<file path="src/rtl/imem_loader.sv">
// Program loader: assembles a little-endian byte stream into 32-bit words and writes them
// through the instruction RAM byte-enable port while holding the CPU in reset.
// Optional read-back check of every word: define IMEM_LOADER_VERIFY_EN.
module imem_loader #(
  parameter int ADDR_W = 12
) (
  input  logic              clk,
  input  logic              rst,
  input  logic              start,
  input  logic              abort,
  input  logic [ADDR_W-1:0] base_addr,
  input  logic [ADDR_W-1:0] word_cnt,
  input  logic              in_valid,
  input  logic [7:0]        in_data,
  output logic              in_ready,
  output logic [3:0]        wea,
  output logic [ADDR_W-1:0] addra,
  output logic [31:0]       dina,
  input  logic [31:0]       douta,
  output logic              cpu_hold,
  output logic              busy,
  output logic              done,
  output logic              err
);

  typedef enum logic [2:0] {
    S_IDLE,
    S_RECV,
    S_WRITE,
`ifdef IMEM_LOADER_VERIFY_EN
    S_RD,
    S_CMP,
`endif
    S_DONE
  } state_t;

  state_t            state_q, state_d;
  logic [ADDR_W-1:0] addr_q, addr_d;
  logic [ADDR_W-1:0] rem_q, rem_d;
  logic [31:0]       word_q, word_d;
  logic [1:0]        idx_q, idx_d;
  logic              done_q, done_d;
  logic              advance;
`ifdef IMEM_LOADER_VERIFY_EN
  logic              err_q, err_d;
`endif

  always_comb begin
    state_d = state_q;
    addr_d  = addr_q;
    rem_d   = rem_q;
    word_d  = word_q;
    idx_d   = idx_q;
    done_d  = done_q;
    advance = 1'b0;
`ifdef IMEM_LOADER_VERIFY_EN
    err_d   = err_q;
`endif
    case (state_q)
      S_IDLE, S_DONE: begin
        if (start) begin
          addr_d  = base_addr;
          rem_d   = word_cnt;
          idx_d   = '0;
          done_d  = 1'b0;
`ifdef IMEM_LOADER_VERIFY_EN
          err_d   = 1'b0;
`endif
          state_d = (word_cnt == '0) ? S_DONE : S_RECV;
        end
      end
      S_RECV: begin
        if (in_valid) begin
          word_d[{idx_q, 3'b000} +: 8] = in_data;
          idx_d = idx_q + 2'd1;
          if (idx_q == 2'd3) state_d = S_WRITE;
        end
      end
      S_WRITE: begin
`ifdef IMEM_LOADER_VERIFY_EN
        state_d = S_RD;
`else
        advance = 1'b1;
`endif
      end
`ifdef IMEM_LOADER_VERIFY_EN
      S_RD: state_d = S_CMP;
      S_CMP: begin
        // On mismatch the address counter is frozen so addra reports the failing word.
        if (douta != word_q) begin
          err_d   = 1'b1;
          state_d = S_DONE;
        end else begin
          advance = 1'b1;
        end
      end
`endif
      default: state_d = S_IDLE;
    endcase

    if (advance) begin
      addr_d  = addr_q + 1'b1;
      rem_d   = rem_q - 1'b1;
      state_d = (rem_q == ADDR_W'(1)) ? S_DONE : S_RECV;
    end

    // Abort overrides everything, including a simultaneous start; only the partial word is dropped.
    if (abort) begin
      state_d = S_IDLE;
      addr_d  = addr_q;
      rem_d   = rem_q;
      word_d  = word_q;
      idx_d   = '0;
      done_d  = done_q;
`ifdef IMEM_LOADER_VERIFY_EN
      err_d   = err_q;
`endif
    end else if (state_d == S_DONE) begin
      done_d = 1'b1;
    end
  end

  always_ff @(posedge clk) begin
    if (rst) begin
      state_q <= S_IDLE;
      addr_q  <= '0;
      rem_q   <= '0;
      word_q  <= '0;
      idx_q   <= '0;
      done_q  <= 1'b0;
`ifdef IMEM_LOADER_VERIFY_EN
      err_q   <= 1'b0;
`endif
    end else begin
      state_q <= state_d;
      addr_q  <= addr_d;
      rem_q   <= rem_d;
      word_q  <= word_d;
      idx_q   <= idx_d;
      done_q  <= done_d;
`ifdef IMEM_LOADER_VERIFY_EN
      err_q   <= err_d;
`endif
    end
  end

  assign in_ready = (state_q == S_RECV);
  assign busy     = (state_q != S_IDLE) && (state_q != S_DONE);
  assign cpu_hold = busy;
  assign wea      = ((state_q == S_WRITE) && !abort) ? 4'hF : 4'h0;
  assign addra    = addr_q;
  assign dina     = word_q;
  assign done     = done_q;

`ifdef IMEM_LOADER_VERIFY_EN
  assign err = err_q;
`else
  logic unused_douta;
  assign unused_douta = ^douta;
  assign err = 1'b0;
`endif

endmodule

</file>
<file path="config.mk">
export PLATFORM = sky130hd
export DESIGN_NAME = imem_loader
export DESIGN_NICKNAME = d
export VERILOG_FILES = /design/src/rtl/imem_loader.sv
export SDC_FILE = /design/constraint.sdc
export NUM_CORES = 1
export LEC_CHECK = 0
export ABC_AREA = 1
export BUFFER_PORTS_ARGS = -buffer_cell sky130_fd_sc_hd__buf_2
export CAP_MARGIN = 10
export CORE_ASPECT_RATIO = 1.25
export CORE_MARGIN = 4
export CORE_UTILIZATION = 40
export DETAILED_ROUTE_END_ITERATION = 8
export PLACE_DENSITY = 0.66
export SYNTH_ARGS = -nofsm -noshare
export SYNTH_HDL_FRONTEND = slang
export SYNTH_SLANG_ARGS = --single-unit
</file>
<file path="constraint.sdc">
create_clock -name clk -period 2.94 [get_ports clk]
set_input_delay 0.588 -clock clk [delete_from_list [all_inputs] [get_ports clk]]
set_output_delay 0.588 -clock clk [all_outputs]
set_load 0.02 [all_outputs]
</file>
# Yosys cells after proc, flatten, opt, wreduce, memory -nomap -nowiden
# Index checks and enable logic that the tools add are counted.
# word_totals
out_inout_bits,53
n_memories,0
latchBits,0
ramBits,0
in_bits,69
regBits,62
rom_bits,0
# op_classes
shifts,2
n_lt_le_gt_ge,0
reduce_logical,17
n_eq_ne,9
bitwise_logic,1
addsub,4
n_div,0
n_mux,22
multipliers,0
# op_table
operator,n
2-to-1 mux 12 bit,6
bitwise mux 32 bit,1
"variable shift 8 x 7 -> 32 bit, first input constant",1
indexed part select 8 x 7 -> 32 bit,1
"adder 12 x 1 -> 12 bit, second input constant",1
"equality test 12 x 1 -> 1 bit, second input constant",1
zero test 12 bit,1
2-to-1 mux 3 bit,4
AND reduction 3 bit,4
"subtractor 12 x 1 -> 12 bit, second input constant",1
nonzero test 2 bit,5
"equality test 3 x 2 -> 1 bit, second input constant",3
one-hot mux 3 bit (3 select lines),1
2-to-1 mux 2 bit,4
negation 5 -> 7 bit,1
2-to-1 mux 1 bit,4
2-to-1 mux 4 bit,1
"!= test 2 bit, second input constant",2
one-hot mux 2 bit (2 select lines),1
OR reduction 2 bit,2
"equality test 3 x 1 -> 1 bit, second input constant",1
zero test 3 bit,1
"!= test 3 x 2 -> 1 bit, second input constant",1
nonzero test 3 bit,1
5 further kinds,6

# Longest topological paths before layout
# depth
ltp_word,8
depth_mapped,10
ltp_nobuf,9

# Least setup slack after synthesis
# OpenSTA, ideal clock, no wires.
# synth_path
kind,in2out
from,input port abort
to,output port wea[1]
arrival_ns,1.185
path_buffers,1
setup_slack_ns,1.167
cell_stages,2
cell_sequence,nor2_2 -> buf_4
# synth_via
elab_chain_cells,3
# synth_lines
item,line,source
"start, declared",10,"input logic abort,"
zero test 1 bit,150,assign wea = ((state_q == S_WRITE) && !abort) ? 4'hF : 4'h0;
logical AND 1 bit,150,
2-to-1 mux 4 bit,150,
"end, declared",16,"output logic [3:0] wea,"
# Every way passes these cells.

# Worst setup path in the final report
# layout_path
from,register state_q[1]
to,output port wea[3]
# layout_via
elab_chain_cells,3
# layout_lines
item,line,source
"start, declared",37,"state_t state_q, state_d;"
"start signal, assigned",135,state_q <= state_d;
equality test 3 x 2 -> 1 bit,150,
logical AND 1 bit,150,
2-to-1 mux 4 bit,150,
# Every way passes these cells.

==> results.cfg <==
[worst_hold_path]
min_path_type = reg -> reg

[timing]
tns_ns = 0
rsz0062_at_grt = no
period_needed_ns = 2.30
period_share_pct = 78.3
hold_viol_final = 0
clock_skew_ns = 0.00540
setup_violations = 0
max_slew.worst_pin.slew_ns = 0.774
drv_slew = 0
relSlewSlack_pct = 48.4
max_freq_mhz = 434

[detailed_routing]
first_iter_violations = 128
avgRoutedWirePerCell_microns = 13.2
via_per_inst = 5.17
drt_wl_total_mm = 9.02
drc = 0
topRoutingLayerUsed = met4
wl_met2_mm = 4.51
drtPass1Iterations = 6
ant_nets = 0
met3WireLength_microns = 552
vias = 3532
wl_met1_mm = 3.80

[final_layout]
final_cells = 683
regArea_sq_um = 1240
drive_gt1_share_pct = 24.6
num-nets-final = 660
fill_cells = 862
syn_to_final_growth_pct = 19.5
multiInputGateArea_sq_um = 1880
fin_area_sq_um = 4140
post-route-util_pct = 49.7
antenna_cells = 0

[synthesis]
synth.yosys.seq_area_share_pct = 35.8
synth-seq-cells = 62
mappedNetlistArea_sq_um = 3470
synth_flop_cell = dfxtp_1
synth.avg_cell_area_sq_um = 6.89
synth_top_area_share_pct = 35.8
async_reset_ff_share_pct = 0
synthCells = 503
ys_top_cells_by_area = dfxtp_1 36%, nand2_1 12%, a21oi_1 7.5%
synth_top_cell_by_area = dfxtp_1
synth_edf_count = 0
synth_cell_types = 34
synth_warnings = 0

[clock_network]
clockBufferDepth = 2
cts_resized = 0
holdBufCountCts = 0
worstSkewPairLatency_ns = 0.34
clkTransAtPathRegs_ns = 0.07
cts_made_buffers = 9
cts-root-buf = clkbuf_8
cts_tree = done
cts_setup_buffers = 0
htreeDepth = 3
cts_sinks = 62

[global_route]
grt_pass1_vias = 3266
grt_max_degree = 38
antenna_found_initial = 0
grt_usage_pct = 17.7
gr-total-overflow = 0
grt_pass1_wl_mm = 14.9

[place]
port_buffers = 88
dp_hpwl_mm = 6.72
place_congestion = 0.883
place_area_sq_um = 3910
numPlacedInstances = 668

[floorplan]
rows = 37
ios = 122
core_sq_um = 8330
start_util_pct = 41.6
die_x_microns = 91.3
fp.dieArea_sq_um = 10200
die_h_microns = 112

[setup_path]
crit_path_max_fanout = 11
start_kind = flip-flop
path_cells = nand3_4, nor2_2, buf_2
cp.arrival_ns = 1.71
crit_required_ns = 2.35
worstSetupEndpointType = primary output
slowest_stage = nor2_2
criticalPathCategory = reg -> out
critical-path-max-stage-delay_ns = 0.47

[pwr]
ir_drop_mv = 0.272
p_int_mw = 1.51
power.density_nw_per_um2 = 481
pwr-share-clk_pct = 45.8
comb_power_share_pct = 10.2
leakage_nw = 1.82
seq_power_share_pct = 44.0
switchingPower_mw = 0.482
finalPower_mw = 1.99
sw_frac_of_total_pct = 24.2

[outcome]
run_status = finished clean

[run]
maxCapViolations = 0
-- path summary, 6_finish.rpt --
check / startpoint / to / slack, ns / depth (start not counted)
setup / recovery: state_q[1] / wea[3] / 0.64 / 3
hold / removal: dina[0] / dina[0] / 0.46 / 2
setup reg to reg: idx_q[1] / dina[16] / 0.93 / 8
hold reg to reg: dina[0] / dina[0] / 0.46 / 2
-- critical path: cells and delay by family (launching register included) --
family,cells,cell delay [ns]
flip-flops,1,0.44
buffers and inverters,1,0.27
AND/OR/NAND/NOR,2,0.65
-- cells in the mapped netlist, types with 2 or more instances --
library cell and count:
nand2_1 112, dfxtp_1 62, nor2_1 58, a21oi_1 52, inv_1 41, nand3_1 39
o21ai_0 28, nand4_1 15, clkbuf_1 13, ha_1 9, a21oi_2 8, a31oi_1 8
buf_4 8, o21ai_2 7, nand2_2 5, nor3_1 5, xor2_1 5, inv_2 4
buf_6 3, or2_2 3, nand3_4 2, nor2_2 2, nor2_4 2, o21a_1 2
-- final cells by class --
type	instances	share of cell area, %
timing repair buffer	94	11.7
inverter	46	4.29
clock inverter	4	2.30
clock buffer	11	3.41
tap	97	2.93
multi-input combinational	369	45.4
sequential	62	30.0
-- layout by cell type, fill, tap and decap left out, types with 7 or more instances in the layout --
| master | count |
|---|---|
| nand2_1 | 112 |
| buf_2 | 88 |
| dfxtp_1 | 62 |
| nor2_1 | 58 |
| a21oi_1 | 52 |
| inv_1 | 41 |
| nand3_1 | 39 |
| o21ai_0 | 28 |
| nand4_1 | 15 |
| clkbuf_8 | 10 |
| ha_1 | 9 |
| a31oi_1 | 8 |
| a21oi_2 | 8 |
| o21ai_2 | 7 |
-- power by group through the flow --
stage	combinational, mW	sequential [mW]	clock [mW]
detailed placement	0.203	0.896	0
floorplan	0.130	0.902	0
global route	0.229	0.880	0.970
CTS	0.204	0.877	0.929
global placement	0.200	0.895	0
finish	0.204	0.877	0.912
-- cells by family (layout without fill, tap and decap cells) --
logic type	Yosys count	in the layout	synth area share [%]
other	1	2	0.108
flip-flops	62	62	35.8
XOR/XNOR	5	5	1.26
AO/OA/AOI/OAI	109	109	18.4
adder cells (fa/ha/maj)	9	9	3.25
buffers and inverters	73	155	10.1
AND/OR/NAND/NOR	244	244	31.1
-- per-layer routing --
metal | global-route usage (%) | vias up
met5 | 0 | -
met4 | 6.54 | 0
met3 | 4.49 | 15
met2 | 31.1 | 112
met1 | 20.7 | 1598
li1 | - | 1807
-- registers in the layout (all words and copies together) (netlist names) --
register,cells
dina,32
addra,12
rem_q,12
state_q,3
idx_q,2
done,1
-- stage by stage --
step	worst slack [ns]	hold slack [ns]
after global placement	0.866	0.447
after detailed placement	0.856	0.453
after CTS	0.599	0.463
after global routing	0.541	0.473
after floorplan	1.17	0.443
final	0.638	0.460
No activity file was read; power rests on OpenSTA's default activity.
